===== src/rtl/core_pkg.sv =====
// Shared types for the instruction-memory loader.
// IMEM_LOADER_CHECKSUM_EN adds the trailing checksum state.
package core_pkg;

  localparam int WORD_BYTES = 4;

`ifdef IMEM_LOADER_CHECKSUM_EN
  typedef enum logic [2:0] {
    IDLE,
    LOAD,
    WRITE,
    DONE,
    CHECK
  } state_t;
`else
  typedef enum logic [2:0] {
    IDLE,
    LOAD,
    WRITE,
    DONE
  } state_t;
`endif

endpackage


===== src/rtl/imem_loader.sv =====
// Streams program bytes into 32-bit little-endian imem writes.
// IMEM_LOADER_CHECKSUM_EN enables a mod-256 checksum byte after the load.
module imem_loader
  import core_pkg::*;
#(
  parameter int          DEPTH_BYTES = 40,
  parameter logic [31:0] BASE_ADDR   = 32'h0000_0000
) (
  input  logic        clk,
  input  logic        rst_n,
  input  logic        start,
  input  logic [7:0]  byte_in,
  input  logic        byte_valid,
  output logic        byte_ready,
  output logic        wr_en,
  output logic [31:0] wr_addr,
  output logic [31:0] wr_data,
  output logic        core_hold,
  output logic        done
`ifdef IMEM_LOADER_CHECKSUM_EN
  ,
  output logic        chk_err
`endif
);

  localparam logic [31:0] LAST_ADDR =
    BASE_ADDR + 32'(DEPTH_BYTES - WORD_BYTES);

  state_t      state;
  state_t      state_nx;
  logic [1:0]  byte_cnt;
  logic [31:0] word;
  logic [31:0] addr;
  logic        last;
  logic        go;

  assign last    = (addr == LAST_ADDR);
  assign go      = start &&
                   (state == IDLE || state == DONE);
  assign wr_addr = addr;
  assign wr_data = word;

  always_ff @(posedge clk or negedge rst_n) begin
    if (!rst_n) begin
      state <= IDLE;
    end else begin
      state <= state_nx;
    end
  end

  always_comb begin
    state_nx   = state;
    byte_ready = 1'b0;
    wr_en      = 1'b0;
    core_hold  = 1'b1;
    done       = 1'b0;
    unique case (state)
      IDLE: begin
        if (start) state_nx = LOAD;
      end
      LOAD: begin
        byte_ready = 1'b1;
        if (byte_valid && byte_cnt == 2'd3)
          state_nx = WRITE;
      end
      WRITE: begin
        wr_en = 1'b1;
`ifdef IMEM_LOADER_CHECKSUM_EN
        state_nx = last ? CHECK : LOAD;
`else
        state_nx = last ? DONE : LOAD;
`endif
      end
`ifdef IMEM_LOADER_CHECKSUM_EN
      CHECK: begin
        byte_ready = 1'b1;
        if (byte_valid) state_nx = DONE;
      end
`endif
      DONE: begin
        core_hold = 1'b0;
        done      = 1'b1;
        if (start) state_nx = LOAD;
      end
      default: state_nx = IDLE;
    endcase
  end

`ifdef IMEM_LOADER_CHECKSUM_EN
  logic [7:0] sum;

  always_ff @(posedge clk or negedge rst_n) begin
    if (!rst_n) begin
      sum     <= 8'h00;
      chk_err <= 1'b0;
    end else begin
      if (go) begin
        sum     <= 8'h00;
        chk_err <= 1'b0;
      end
      if (state == LOAD && byte_valid)
        sum <= sum + byte_in;
      if (state == CHECK && byte_valid)
        chk_err <= (byte_in != sum);
    end
  end
`endif

  // Address parks on the last word so it never runs past the memory.
  always_ff @(posedge clk or negedge rst_n) begin
    if (!rst_n) begin
      byte_cnt <= 2'd0;
      word     <= 32'h0;
      addr     <= BASE_ADDR;
    end else begin
      if (go) begin
        byte_cnt <= 2'd0;
        addr     <= BASE_ADDR;
      end
      if (state == LOAD && byte_valid) begin
        word[{byte_cnt, 3'b000} +: 8] <= byte_in;
        byte_cnt <= byte_cnt + 2'd1;
      end
      if (state == WRITE && !last)
        addr <= addr + 32'd4;
    end
  end

endmodule


===== config.mk =====
export PLATFORM = sky130hd
export DESIGN_NAME = imem_loader
export DESIGN_NICKNAME = d
export VERILOG_FILES = /design/src/rtl/core_pkg.sv /design/src/rtl/imem_loader.sv
export SDC_FILE = /design/constraint.sdc
export NUM_CORES = 1
export LEC_CHECK = 0
export CORE_MARGIN = 3
export CORE_UTILIZATION = 45
export CTS_BUF_LIST = sky130_fd_sc_hd__clkbuf_8 sky130_fd_sc_hd__clkbuf_16
export CTS_CLUSTER_DIAMETER = 100
export DETAILED_ROUTE_END_ITERATION = 10
export GPL_TIMING_DRIVEN = 0
export PLACE_DENSITY = 0.82
export SYNTH_ARGS = -nofsm -noshare
export SYNTH_HDL_FRONTEND = slang
export SYNTH_SLANG_ARGS = --single-unit

===== constraint.sdc =====
create_clock -name clk -period 3.99 [get_ports clk]
set_input_delay 0.9975 -clock clk [delete_from_list [all_inputs] [get_ports clk]]
set_output_delay 0.9975 -clock clk [all_outputs]
set_load 0.005 [all_outputs]

After elaboration in Yosys (flattened, before gate mapping)
Index checks and enable logic that the tools add are counted.
{"block": "word_totals", "reg_bits": 69, "in_bits": 12, "elab_cells": 40, "output_inout_bits": 68}
{"block": "classes", "n_reduce_logical": 11, "add_sub_neg": 3, "n_eq_ne": 7, "n_shift": 2, "mux": 13}
{"cell": "32-bit two-way mux", "count": 2}
{"cell": "32-bit by 3-bit adder with 32-bit output (second input constant)", "count": 1}
{"cell": "32-bit bitwise mux", "count": 1}
{"cell": "32-bit by 6-bit equality test with 1-bit output (second input constant)", "count": 1}
{"cell": "8-bit by 7-bit variable shift with 32-bit output (first input constant)", "count": 1}
{"cell": "8-bit by 7-bit indexed part select with 32-bit output", "count": 1}
{"cell": "3-bit one-hot mux with 3 select lines", "count": 1}
{"cell": "5-bit negator with 7-bit output", "count": 1}
{"cell": "3-bit by 2-bit equality test with 1-bit output (second input constant)", "count": 2}
{"cell": "2-bit two-way mux", "count": 3}
{"cell": "3-bit two-way mux", "count": 2}
{"cell": "1-bit logical AND", "count": 4}
{"cell": "1-bit two-way mux", "count": 4}
{"cell": "2-bit nonzero test", "count": 2}
{"cell": "3-bit by 1-bit equality test with 1-bit output (second input constant)", "count": 1}
{"cell": "3-bit zero test", "count": 1}
{"cell": "2-bit by 1-bit adder with 2-bit output (second input constant)", "count": 1}
{"cell": "2-bit equality test (second input constant)", "count": 1}
{"cell": "2-bit by 1-bit inequality test with 1-bit output (second input constant)", "count": 1}
{"cell": "2-bit inequality test (second input constant)", "count": 1}
{"cell": "2-bit AND reduction", "count": 1}
{"cell": "2-bit OR reduction", "count": 1}
{"cell": "1-bit zero test", "count": 1}
{"cell": "1-bit logical OR", "count": 1}

Longest topological paths before layout
{"block": "logic_depth", "depth_word": 5, "mapped_depth": 9}

Worst setup path before layout
No wires, ideal clock.
{"block": "synth_timing", "path_kind": "input -> register", "from": "in byte_valid", "to": "reg word[10] (netlist: wr_data[10])", "path_stages": 5, "required_ns": 3.920, "path_slack_ns": 1.640, "setup_ns": 0.070, "arrival_ns": 2.280, "path_cell_list": "and2_1 clkbuf_1 nand2_1 nor4_1 a22o_1"}
{"block": "synth_between", "elab_chain_len": 1}
{"item": "start, declared", "line": "imem_loader.sv:13", "source": "input logic byte_valid,"}
{"item": "1-bit logical AND", "line": "imem_loader.sv:120", "source": "if (state == LOAD && byte_valid) begin"}
{"item": "end signal, assigned by index", "line": "imem_loader.sv:121", "source": "word[{byte_cnt, 3'b000} +: 8] <= byte_in;"}
{"item": "end, declared", "line": "imem_loader.sv:32", "source": "logic [31:0] word;"}
No other way between the ends.
A chain may end at the register's enable or synchronous reset.

Final worst setup path
{"block": "layout_timing", "from": "in byte_valid", "to": "reg word[4] (netlist: wr_data[4])"}
The elaborated chain is that of the path after synthesis.

==> results.md <==
Clocking:
- The CTS sink count is 66.
- In this run the number of H-tree levels came out at 3.
- The maximum buffer depth of the clock tree is 2.
- For the worst-skew pair, the clock arrives at the later sink with an insertion delay of 0.35 ns.
- Once the clock tree was built, the setup fixing pass inserted 0 buffers.
- For this design, the CTS-stage hold fixing added 0 buffers.
- After clock tree synthesis, the clock-pin slew on the worst setup and hold paths is 0.08 ns.
- TritonCTS built the clock tree.
- The cell chosen for the clock root is clkbuf_8.
- The number of buffers inserted during clock tree synthesis is 9.
- The number of gates given a new drive strength after cts is 0.

Finish:
- Cells with a size suffix above 1 make up 8.98% of the layout.
- Counting the fill cells in the layout gives 558.
- The number of nets in the finished design is 419.
- Cells fill 63.5% of the core in the end.
- The layout overhead on the synthesized area is 35.4%.
- The repair_antennas step left the layout with diodes totalling 0.

Min path:
- The worst hold path begins at wr_data[25]$_DFFE_PN0P_.
- The min-delay analysis places its worst path in the category reg -> reg.

STA:
- The actual transition at the worst max-transition pin is 0.912 ns.
- The accumulated negative setup slack is 0 ns.
- The smallest hold slack is 0.505 ns.
- The final setup violation count is 0.
- For the final database, setup skew stands at 0.0110 ns.
- The post-layout worst setup margin is 1.07 ns.
- The number of max-slew violations in the final report is 0.
- The shortest clock period the worst path allows after layout is 2.92 ns.
- The worst pin sits at a relative slew slack of 38.6%.
- The hold violation total from the final report came to 0.
- Timing would allow up to 342 MHz.
- Setup repair after global routing left no endpoint under its margin.
- Of the available clock period, the critical path in the final layout requires 73.2%.

Global route:
- The all-layer global routing usage is 21.6%.
- The final global-route overflow total is 0.
- The first global-routing pass estimated 14,400 microns of wire.
- The number of antenna violations at the first check in global routing is 0.
- The pin count of the biggest net entering global routing is 67.
- The via count of the first global-routing pass is 2,868.

Worst setup path:
- The launch instance of the worst register-to-register path is state[1]$_DFFE_PN0P_.
- The most critical setup path has its startpoint at byte_valid.
- The type of the worst setup path is in -> reg.
- The kind of capture point of the worst setup path is a register.
- The arrival time of data at the critical path endpoint is 3.20 ns.
- The startpoint type of the worst setup path is an input port.
- The maximum net fanout on the critical path is 9.
- The required time of the critical path is 4.27 ns.

Synth:
- The mean area per synthesized cell is 10.5 sq um.
- In the synthesized netlist, the number of instances is 306.
- Yosys attributes the largest share of cell area to dfrtp_1 52%, a22o_1 9.0%, a31oi_1 4.7%, ha_1 4.3%, nand2_1 3.5%.
- The most frequently used flop master after synthesis is dfrtp_1.
- The fraction of the yosys area taken by sequential cells is 51.6%.
- Summing every instance area after synthesis gives 3200 sq um.
- Yosys printed 0 warnings.
- Counting flops with an async set or reset pin after synthesis yields a share of 100%.
- Yosys mapped a number of flops with a built-in enable equal to 0.
- dfrtp_1 takes more of the synthesized area than any other cell.
- Yosys mapped the design onto 43 distinct sky130hd cell types.
- The share of synthesized area in the top cell type comes to 51.6%.
- Counting flops and latches in the post-synthesis netlist gives 66.

Run:
- Across the run, the number of max-cap violations was 0.

Detailed routing:
- The number of iterations in the first detailed-routing pass is 5.
- After the first detailed-routing iteration, the DRC count stood at 148.
- The count of nets left with antenna violations once routing finished came out at 0.
- The number of vias per cell is 5.82.
- The total via count in the routed design is 2,892.
- The average routed wire per standard cell is 16.8 microns.
- The final routed wirelength across all metal layers is 8360 microns.
- For this run, design rule violations remaining after detail routing come to 0.

Power:
- In this run the static leakage power is 1.83 nW.
- The maximum ir drop on the vdd rail is 0.358 mV.
- For this design the ratio of total power to cell area is 643 nW/um^2.

Place:
- The half-perimeter wire length after placement is 5770 microns.
- The count of input and output buffers is 77.
- Routability-driven placement finished with a final weighted congestion of 0.890.
- Timing analysis after detailed placement gives a worst setup slack of 0.556 ns.

Floorplanning:
- The core region is 6830 sq um.
- For this configuration, the core starts out at a cell density of 46.9%.
- From left edge to right edge, the die measures 90.4 microns.
- The I/O pin count is 80.
- In this run the vertical extent of the chip is 90.4 microns.
- The floorplan die area is 8170 sq um.
- In this run the core area contains 30 standard-cell rows.

Status:
- The run finished with clean final reports.
flip-flops by register name (all words and copies together), names as in the netlist:
| name | count |
|---|---|
| wr_data | 32 |
| wr_addr | 30 |
| byte_cnt | 2 |
| state | 2 |
cell usage after synthesis, drive strengths merged, types with 9 or more instances:
cell type and n:
a21oi 10, a22o 33, a31oi 24, buf 10
dfrtp 66, ha 11, inv 9, nand2 30
nand3 13, nand4 12, nor2 13, nor4 11
o21ai 14
worst paths after layout:
| check | slack [ns] | cells after the start | to |
|---|---|---|---|
| setup / recovery | 1.07 | 6 | wr_data[4]$_DFFE_PN0P_ |
| hold / removal | 0.50 | 1 | wr_data[25]$_DFFE_PN0P_ |
| setup reg to reg | 1.45 | 7 | wr_data[4]$_DFFE_PN0P_ |
| hold reg to reg | 0.50 | 1 | wr_data[25]$_DFFE_PN0P_ |
| max in group asynchronous | 2.69 | 1 | wr_addr[15]$_DFFE_PN0P_ |
| min in group asynchronous | 0.73 | 1 | wr_data[29]$_DFFE_PN0P_ |
critical path: stages:
cell	delay, ns
clkdlybuf4s50_1	0.49
and2_1	0.13
clkbuf_1	0.17
nand2_1	0.30
nor4b_2	0.88
a22o_1	0.24
cell families after synthesis:
family	share of synthesized area, %
and+or+nand+nor	17.0
xor gates and xnor gates	0.547
AOI/OAI and AO/OA	21.9
other	0.117
buffers and inverters	3.67
muxes	0.977
adders and majority gates	4.30
DFF	51.6
metrics by stage:
step	area (sq um)	cells	power, mW
3_3_place_gp	4100	480	2.12
5_1_grt	4340	497	2.96
2_1_floorplan	3210	307	1.59
6_report	4340	497	2.79
4_1_cts	4330	496	2.80
3_5_place_dp	4100	480	2.16
layout make-up:
type                            count  area [sq um]  share of cell area (%)
Sequential cell                    66          1650                    38.1
Multi-Input combinational cell    218          1450                    33.4
Timing Repair Buffer               78           773                    17.8
Clock buffer                        9           124                    2.86
Tap cell                           96           120                    2.77
Clock inverter                      7           100                    2.31
Buffer                             14          83.8                    1.93
Inverter                            9          33.8                   0.779
metal layers:
| metal | share of wire [%] | vias to the layer above | GRT usage, % |
|---|---|---|---|
| met5 | 0 | - | 0 |
| met4 | 2.6 | 0 | 8.42 |
| met3 | 7.8 | 23 | 5.58 |
| met2 | 45 | 135 | 33.7 |
| met1 | 45 | 1373 | 28.9 |
| li1 | - | 1361 | - |
power breakdown:
part	switching [mW]	internal, mW	leakage, nW
combinational	0.530	0.593	0.811
clock	0.278	0.357	0.114
sequential	0.184	0.847	0.902
layout by cell type (no fill, tap or decap), drive strengths merged, types with 3 or more instances in the layout:
cell type      count
nand4             12
nand3             13
o211ai             5
nand2             30
buf               11
clkinv             3
inv               11
a41oi              6
o21ai             14
and3               4
clkdlybuf4s50     76
and4               4
a21oi             10
clkbuf            14
ha                11
nor2              13
a31oi             24
a22o              33
dfrtp             66
nor4              11
Note: power is estimated with default switching activity, not from simulation.
